**src/rtl/rename.sv**
```systemverilog
// Single-issue register rename stage: RAT lookup, free-list allocation, sequence ids,
// one registered output slot, reclamation on commit and clean restore on flush.
module rename #(
  parameter int ARFSIZE = 32,
  parameter int PRFSIZE = 64,
  parameter int ID_BITS = 16,
  localparam int AW   = $clog2(ARFSIZE),
  localparam int PW   = $clog2(PRFSIZE),
  localparam int CW   = $clog2(PRFSIZE + 1),
  localparam int SI_W = 80 + 3 * AW,
  localparam int DI_W = SI_W + ID_BITS + 4 * PW + 3
) (
  input  logic            clk,
  input  logic            rst,
  input  logic [SI_W-1:0] si_i,
  input  logic            si_i_valid,
  output logic            si_i_ready,
  output logic [DI_W-1:0] di_o,
  output logic            di_o_valid,
  input  logic            di_i_ready,
  input  logic            commit_i_valid,
  input  logic [AW-1:0]   commit_rd,
  input  logic [PW-1:0]   commit_prd,
  input  logic [PW-1:0]   commit_old_prd,
  input  logic            commit_old_prd_valid,
  input  logic            flush_i
);
  // si_i packing, MSB first: pc[32] fu[4] op[8] rs1 rs2 rs1_valid rs2_valid rd rd_valid imm[32] use_uimm
  localparam int SI_RDV  = 33;
  localparam int SI_RD   = 34;
  localparam int SI_RS2V = 34 + AW;
  localparam int SI_RS1V = 35 + AW;
  localparam int SI_RS2  = 36 + AW;
  localparam int SI_RS1  = 36 + 2 * AW;

  logic [PW-1:0]      rat_preg_q [ARFSIZE];
  logic [ARFSIZE-1:0] rat_ren_q;
  logic [PW-1:0]      fl_q [PRFSIZE];
  logic [PW-1:0]      head_q, head_d, tail_q, tail_d;
  logic [CW-1:0]      fl_count_q, fl_count_d;
  logic [ID_BITS-1:0] id_q, id_d;
  logic [DI_W-1:0]    di_q, di_d;
  logic               di_valid_q, di_valid_d;

  logic [AW-1:0] rs1_s, rs2_s, rd_s;
  logic          rs1_ren_s, rs2_ren_s, need_alloc_s, stall_fl_s, fire_s, pop_s, push_s, commit_clr_s;
  logic [PW-1:0] prd_s, old_prd_s;
  logic          old_prd_valid_s;

  function automatic logic [PW-1:0] wrap_inc(input logic [PW-1:0] p);
    if (p == PW'(PRFSIZE - 1)) begin
      return {PW{1'b0}};
    end else begin
      return p + PW'(1);
    end
  endfunction

  assign rs1_s = si_i[SI_RS1 +: AW];
  assign rs2_s = si_i[SI_RS2 +: AW];
  assign rd_s  = si_i[SI_RD +: AW];

  // x0 never carries a renamed bit, so the RAT lookup alone already yields 0 for it
  assign rs1_ren_s    = rat_ren_q[rs1_s] && si_i[SI_RS1V] && !si_i[0] && (rs1_s != {AW{1'b0}});
  assign rs2_ren_s    = rat_ren_q[rs2_s] && si_i[SI_RS2V] && (rs2_s != {AW{1'b0}});
  assign need_alloc_s = si_i[SI_RDV] && (rd_s != {AW{1'b0}});
  assign stall_fl_s   = need_alloc_s && (fl_count_q == {CW{1'b0}});
  assign si_i_ready   = !rst && !stall_fl_s && (!di_valid_q || di_i_ready) && !flush_i;
  assign fire_s       = si_i_valid && si_i_ready;
  assign pop_s        = fire_s && need_alloc_s;
  assign push_s       = commit_i_valid && commit_old_prd_valid && !flush_i;
  assign commit_clr_s = commit_i_valid && !flush_i && rat_ren_q[commit_rd]
                        && (rat_preg_q[commit_rd] == commit_prd);

  assign di_o       = di_q;
  assign di_o_valid = di_valid_q;

  // Destination allocation and next-state for the free-list pointers, id and output slot
  always_comb begin
    prd_s           = {PW{1'b0}};
    old_prd_s       = {PW{1'b0}};
    old_prd_valid_s = 1'b0;
    head_d          = head_q;
    tail_d          = tail_q;
    fl_count_d      = fl_count_q;
    id_d            = id_q;
    di_d            = di_q;
    di_valid_d      = di_valid_q;
    if (need_alloc_s) begin
      prd_s           = fl_q[head_q];
      old_prd_s       = rat_preg_q[rd_s];
      old_prd_valid_s = rat_ren_q[rd_s];
    end else begin
      prd_s           = {PW{1'b0}};
      old_prd_s       = {PW{1'b0}};
      old_prd_valid_s = 1'b0;
    end
    if (flush_i) begin
      head_d     = {PW{1'b0}};
      tail_d     = {PW{1'b0}};
      fl_count_d = CW'(PRFSIZE);
      di_valid_d = 1'b0;
    end else begin
      head_d = pop_s  ? wrap_inc(head_q) : head_q;
      tail_d = push_s ? wrap_inc(tail_q) : tail_q;
      case ({push_s, pop_s})
        2'b10:   fl_count_d = fl_count_q + CW'(1);
        2'b01:   fl_count_d = fl_count_q - CW'(1);
        default: fl_count_d = fl_count_q;
      endcase
      if (fire_s) begin
        di_d       = {si_i, id_q, rat_preg_q[rs1_s], rat_preg_q[rs2_s], rs1_ren_s, rs2_ren_s,
                      prd_s, old_prd_s, old_prd_valid_s};
        di_valid_d = 1'b1;
        id_d       = id_q + ID_BITS'(1);
      end else if (di_i_ready) begin
        di_valid_d = 1'b0;
      end else begin
        di_valid_d = di_valid_q;
      end
    end
  end

  // Pointer, counter, id and output-slot registers
  always_ff @(posedge clk or posedge rst) begin
    if (rst) begin
      head_q     <= {PW{1'b0}};
      tail_q     <= {PW{1'b0}};
      fl_count_q <= CW'(PRFSIZE);
      id_q       <= {ID_BITS{1'b0}};
      di_q       <= {DI_W{1'b0}};
      di_valid_q <= 1'b0;
    end else begin
      head_q     <= head_d;
      tail_q     <= tail_d;
      fl_count_q <= fl_count_d;
      id_q       <= id_d;
      di_q       <= di_d;
      di_valid_q <= di_valid_d;
    end
  end

  // RAT: commit clear is issued first so a same-cycle rename write to that areg wins
  always_ff @(posedge clk or posedge rst) begin
    if (rst) begin
      rat_ren_q <= {ARFSIZE{1'b0}};
      for (int i = 0; i < ARFSIZE; i++) rat_preg_q[i] <= {PW{1'b0}};
    end else if (flush_i) begin
      rat_ren_q <= {ARFSIZE{1'b0}};
    end else begin
      if (commit_clr_s) rat_ren_q[commit_rd] <= 1'b0;
      if (pop_s) begin
        rat_preg_q[rd_s] <= prd_s;
        rat_ren_q[rd_s]  <= 1'b1;
      end
    end
  end

  // Free-list storage; reset and flush refill it with 0..PRFSIZE-1 in order
  always_ff @(posedge clk or posedge rst) begin
    if (rst) begin
      for (int i = 0; i < PRFSIZE; i++) fl_q[i] <= PW'(i);
    end else if (flush_i) begin
      for (int i = 0; i < PRFSIZE; i++) fl_q[i] <= PW'(i);
    end else if (push_s) begin
      fl_q[tail_q] <= commit_old_prd;
    end
  end

  rename_chk #(.PRFSIZE(PRFSIZE), .CW(CW)) u_chk (
    .clk     (clk),
    .rst     (rst),
    .count_i (fl_count_q),
    .push_i  (push_s),
    .pop_i   (pop_s)
  );
endmodule

// Free-list occupancy checker: a push into a full list without a pop is an overflow.
module rename_chk #(
  parameter int PRFSIZE = 64,
  parameter int CW      = 7
) (
  input logic          clk,
  input logic          rst,
  input logic [CW-1:0] count_i,
  input logic          push_i,
  input logic          pop_i
);
  ap_no_overflow: assert property (@(posedge clk) disable iff (rst)
    !(push_i && !pop_i && (count_i == CW'(PRFSIZE))));
endmodule

```
**config.mk**
```make
export PLATFORM = sky130hd
export DESIGN_NAME = rename
export DESIGN_NICKNAME = d
export VERILOG_FILES = /design/src/rtl/rename.sv
export SDC_FILE = /design/constraint.sdc
export NUM_CORES = 2
export LEC_CHECK = 0
export ABC_CLOCK_PERIOD_IN_PS = 42400
export BUFFER_PORTS_ARGS = -buffer_cell sky130_fd_sc_hd__buf_2
export CORE_MARGIN = 3
export CORE_UTILIZATION = 62
export DETAILED_ROUTE_END_ITERATION = 6
export PLACE_DENSITY = 0.9
export SLEW_MARGIN = 20
export SYNTH_ARGS = -nofsm -noshare
export SYNTH_HDL_FRONTEND = slang
export SYNTH_SLANG_ARGS = --single-unit
```
**constraint.sdc**
```tcl
create_clock -name clk -period 42.4 [get_ports clk]
set_input_delay 12.72 -clock clk [delete_from_list [all_inputs] [get_ports clk]]
set_output_delay 12.72 -clock clk [all_outputs]
set_load 0.01 [all_outputs]
```
; Word-level counts from Yosys, hierarchy flattened
; Cells that the tools add are included.
[op_classes]
n_addsub = 5
multipliers = 0
div_mod_pow = 0
magnitude_cmp = 14
n_eq_ne = 5
shifts = 0
n_mux = 53
n_bitwise = 10
n_reduce_logical = 37
[op_table]
columns = op, n
row1 = $mux 384, 2
row2 = $bwmux 384, 1
row3 = $bwmux 192, 1
row4 = $mux 32, 4
row5 = $bmux 6 s5, 4
row6 = $mux 6, 20
row7 = $bmux 6 s6, 1
row8 = $demux 6 s6, 1
row9 = $and 32x32->32, 1
row10 = $not 32->32, 1
row11 = $or 32x32->32, 1
row12 = $demux 6 s5, 1
row13 = $ge 6x6->1 const B, 4
row14 = $lt 5x6->1 const B, 4
row15 = $not 5->6, 4
row16 = $logic_and 1x1->1, 21
row17 = $bmux 1 s5, 4
row18 = $add 16x1->16 const B, 1
row19 = $reduce_bool 5->1, 3
row20 = $ge 7x7->1 const B, 2
row21 = $not 6->7, 2
row22 = $pmux 7 s2, 1
row23 = $add 6x1->6 const B, 2
row24 = $eq 6x6->1 const B, 2
row25 = 18 further kinds, 36
[totals]
reg_bits = 782
latch_bits = 0
mem_bits_rw = 0
rom_bits = 0
in_bits = 119
output_inout_bits = 140
wordCells = 227
mem_count = 0

; Logic depth before layout (Yosys ltp)
[depth]
word_depth = 12
ltp_mapped = 12
depth_no_buf = 10

; Worst setup path after synthesis
; Ideal clock, no wire load.
[synth_path]
path_type = input to output
start = in si_i[37]
end = out si_i_ready
arrival_ps = 14019
required_ps = 29680
slack_ps = 15661
cell_stages = 4
n_path_buf = 1
cell_sequence = clkbuf_1 > or3_1 > o31a_1 > a2111oi_2
[synth_via]
elab_chain_cells = 7
[synth_rtl]
columns = item, line_no
row1 = "start, declared", 15  ; input logic [SI_W-1:0] si_i,
row2 = $reduce_bool 5->1, 65  ; assign need_alloc_s = si_i[SI_RDV] && (rd_s != {AW{1'b0}});
row3 = $logic_and 1x1->1, 65
row4 = $logic_and 1x1->1, 66  ; assign stall_fl_s = need_alloc_s && (fl_count_q == {CW{1'b0}});
row5 = $logic_not 1->1, 67  ; assign si_i_ready = !rst && !stall_fl_s && (!di_valid_q || di_i_ready) && !flush_i;
row6 = $logic_and 1x1->1 (3 in a row), 67
row7 = "end, declared", 17  ; output logic si_i_ready,
; Every way passes these cells.

; Final worst setup path
; Ends and elaborated chain as after synthesis.

==> impl_metrics.prom <==
# TYPE chip_impl_metric gauge
chip_impl_metric{name="detailed_place.area",unit="um^2"} 43000
chip_impl_metric{name="drive_above_1_share",unit="%"} 24.9
chip_impl_metric{name="die_width",unit="um"} 265
chip_impl_metric{name="synth_instances",unit=""} 3729
chip_impl_metric{name="synth_cell_type_count",unit=""} 70
chip_impl_info{name="tritoncts",value="done"} 1
chip_impl_metric{name="core_area",unit="um^2"} 66100
chip_impl_info{name="hold_path_startpoint",value="rat_preg_q[188]"} 1
chip_impl_metric{name="wl",unit="um"} 122000
chip_impl_metric{name="drt.antenna.violating_nets",unit=""} 0
chip_impl_metric{name="hold-path-cell-count",unit=""} 0
chip_impl_metric{name="number_of_buffers_created_by_cts",unit=""} 81
chip_impl_metric{name="globalRouteOverflowTotal",unit=""} 0
chip_impl_metric{name="drt_drc_violations_left",unit=""} 8
chip_impl_info{name="cts-root-buf",value="clkbuf_16"} 1
chip_impl_metric{name="final_skew",unit="ps"} 32.5
chip_impl_metric{name="synth_sequential_area_ratio",unit="%"} 47.7
chip_impl_metric{name="dr.pass1.iters",unit=""} 7
chip_impl_metric{name="share_of_flip_flops_with_an_asynchronous_set_or_reset_after_synthesis",unit="%"} 100
chip_impl_metric{name="synthesis.yosys.warnings",unit=""} 0
chip_impl_metric{name="cell_count_of_the_worst_reg_to_reg_path",unit=""} 10
chip_impl_info{name="synth_top_cells_by_area",value="dfrtp_1 35%, mux4_2 15%, mux2i_1 13%"} 1
chip_impl_metric{name="std_cell_rows",unit=""} 94
chip_impl_metric{name="pin_count_of_the_biggest_net_entering_global_routing",unit=""} 183
chip_impl_metric{name="dp_hpwl",unit="um"} 74800
chip_impl_metric{name="avgViaCountPerCell",unit=""} 7.04
chip_impl_metric{name="final.period_utilization",unit="%"} 64.3
chip_impl_metric{name="layout.cell_area.non_filler",unit="um^2"} 45700
chip_impl_metric{name="die_height",unit="um"} 265
chip_impl_info{name="final_common_cell",value="nand2_1"} 1
chip_impl_metric{name="grt_pass1_vias",unit=""} 33500
chip_impl_metric{name="grt_first_pass_wirelength",unit="um"} 192000
chip_impl_metric{name="setup_viol",unit=""} 0
chip_impl_info{name="crit_type",value="input pin to output port"} 1
chip_impl_metric{name="synth_seq_cells",unit=""} 782
chip_impl_info{name="hold_class",value="flip-flop to flip-flop"} 1
chip_impl_metric{name="maxSlewViolCount",unit=""} 0
chip_impl_metric{name="clock_insertion_delay_worst_skew",unit="ps"} 640
chip_impl_metric{name="fin_crit",unit="ps"} 27280
chip_impl_metric{name="filler_cell_count",unit=""} 4275
chip_impl_metric{name="fp.dieArea",unit="um^2"} 70100
chip_impl_metric{name="synthToLayoutAreaGrowth",unit="%"} 9.90
chip_impl_metric{name="cts_max_path_buffers",unit=""} 3
chip_impl_metric{name="setup_tns",unit="ps"} 0
chip_impl_metric{name="place_congestion",unit=""} 0.992
chip_impl_metric{name="hold_buffers",unit=""} 0
chip_impl_metric{name="achievable-frequency",unit="MHz"} 36.7
chip_impl_metric{name="routedWlPerCell",unit="um"} 26.0
chip_impl_metric{name="grt_antenna_before_repair",unit=""} 4
chip_impl_metric{name="cp_data_arrival_time",unit="ps"} 14560
chip_impl_info{name="unrepaired_setup_endpoints_after_global_routing",value="no"} 1
chip_impl_metric{name="syn-mean-instance-area",unit="um^2"} 11.1
chip_impl_metric{name="netlist.area_leader.share",unit="%"} 35.5
chip_impl_metric{name="timing_worst_slew_pin_value",unit="ps"} 1090
chip_impl_metric{name="synth-edff-count",unit=""} 0
chip_impl_info{name="end_kind",value="output port"} 1
chip_impl_info{name="layout.cells.most_common_list",value="809 x nand2_1, 587 x dfrtp_1, 526 x mux2i_1"} 1
chip_impl_info{name="violations",value="design-rule violations"} 1
chip_impl_metric{name="worst-r2r-setup-slack",unit="ps"} 37080
chip_impl_metric{name="finish.net_count",unit=""} 3898
chip_impl_metric{name="required",unit="ps"} 29680
chip_impl_metric{name="post_cts_setup_buffers",unit=""} 0
chip_impl_info{name="hold_path_end",value="rat_preg_q[188]"} 1
chip_impl_metric{name="max_cap_violations",unit=""} 0
chip_impl_metric{name="synth.net_count",unit=""} 3853
chip_impl_metric{name="power_leakage",unit="nW"} 19.4
chip_impl_metric{name="max_vdd_drop",unit="mV"} 0.0302
chip_impl_metric{name="drt-initial-drc-count",unit=""} 5115
chip_impl_info{name="synth_area_leader_cell",value="dfrtp_1"} 1
chip_impl_metric{name="tritoncts_num_sinks",unit=""} 782
chip_impl_metric{name="power_density_normalized_to_cell_area",unit="nW/um^2"} 36.5
chip_impl_metric{name="critical_path_peak_fanout",unit=""} 10
chip_impl_info{name="status",value="finished with violations"} 1
chip_impl_metric{name="track_usage",unit="%"} 35.0
chip_impl_info{name="critical_path.reg2reg.startpoint",value="head_q[0]"} 1
chip_impl_metric{name="port-buffer-count",unit=""} 258
chip_impl_metric{name="synthesis.area",unit="um^2"} 41500
chip_impl_metric{name="slew_headroom",unit="%"} 27.4
chip_impl_metric{name="io_pins",unit=""} 259
chip_impl_metric{name="post_cts_resize_count",unit=""} 0
chip_impl_info{name="startpoint_type",value="input pin"} 1
chip_impl_info{name="synth_top_flop_cell",value="dfrtp_1"} 1
chip_impl_metric{name="cts-htree-levels",unit=""} 3
chip_impl_metric{name="final_hold_violation_count",unit=""} 0
chip_impl_info{name="critical_path.reg2reg.endpoint",value="rat_preg_q[155]"} 1
chip_impl_metric{name="worst_setup_hold_path_clk_slew",unit="ps"} 60
chip_impl_metric{name="route.vias.total",unit=""} 33100
chip_impl_metric{name="effective_utilization_at_floorplan",unit="%"} 62.8
[power breakdown]
part	leakage (nW)	internal, W	switching, W
clock	1.29	0.000420	0.000300
combinational	7.99	0.0000516	0.000103
sequential	10.1	0.000772	0.0000180
total	19.4	0.00124	0.000421
[cell families (layout without fill, tap and decap cells)]
kind of cell	Yosys count	count (layout)	synth area share, %
adders and majority gates	5	5	0.151
and+or+nand+nor	1262	1262	12.9
buffers and inverters	352	462	3.47
DFF	782	782	47.7
other	0	2	0
muxes	830	830	28.3
xor gates and xnor gates	27	27	0.569
AOI/OAI and AO/OA	471	471	7.00
[area by class of cell]
cell class	count	area [um^2]	share of cell area, %
multi-input cells	2595	20300	44.5
flip-flops and latches	782	19800	43.4
clock buffers	134	2500	5.48
repair buffers	304	1700	3.72
well taps	864	1080	2.37
clock inverters	14	170	0.373
inverters	10	50.0	0.110
diodes	2	5.00	0.0110
[how the worst max path moves through the flow]
stage | slack (ps) | start | to
after floorplan | 8040 | rst | di_o[0]
after global placement | 15160 | si_i[37] | si_i_ready
after detailed placement | 15160 | si_i[37] | si_i_ready
after CTS | 15120 | si_i[37] | si_i_ready
after global routing | 15040 | si_i[37] | si_i_ready
final | 15120 | si_i[37] | si_i_ready
[metrics by stage]
step	setup WS, ps	utilization, %	cells	hold slack [ps]	power [W]
finish	15120	69.1	4705	464	0.00167
detailed placement	15160	65.0	4555	440	0.000953
floorplan	8040	-	3729	441	0.000896
global route	15040	69.1	4703	480	0.00172
global placement	15160	65.0	4555	425	0.000948
CTS	15120	69.1	4703	453	0.00167
[critical path: stages]
cell,delay (ps)
buf_2,170
or3_1,530
o31a_1,340
a2111oi_2,540
buf_2,240
[routing by layer]
layer  wire length (um)  GRT usage (%)
met3              15500           10.4
met1              41900           44.0
met4               8860           21.7
met2              56200           53.8
met5                 71              0
[registers in the layout, indices dropped and copies added, names as in the netlist]
signal and cells:
fl_q 384, rat_preg_q 192, di_o 138, rat_ren_q 32, id_q 16, fl_count_q 7, head_q 6, tail_q 6
di_o_valid 1
[cells in the mapped netlist, types with 3 or more instances]
library cell / instances
a311oi_1: 31
a22o_1: 8
or4_1: 4
inv_1: 9
dfstp_2: 193
or2_2: 3
o22ai_1: 69
nor3b_1: 9
buf_6: 4
a31o_2: 7
dfrtp_1: 589
o2111ai_1: 4
or3_1: 3
nor3_1: 12
nand3_1: 55
buf_2: 45
mux4_2: 271
nand4bb_1: 5
a21o_1: 3
ha_1: 5
o21ai_0: 199
clkbuf_1: 228
a21oi_1: 64
nand4b_1: 6
mux2i_1: 526
nand3b_1: 6
nand2b_1: 8
or4b_1: 3
nor2b_1: 14
buf_1: 55
and2_1: 5
nor4_1: 18
nor4_4: 4
buf_4: 8
and3_1: 10
xor2_1: 9
nand4_1: 19
o221ai_1: 24
and3b_1: 7
a22oi_1: 28
nand2_1: 810
a211oi_1: 15
mux2_2: 33
nor2_1: 253
xnor2_1: 18
(Power assumes the default switching activity.)
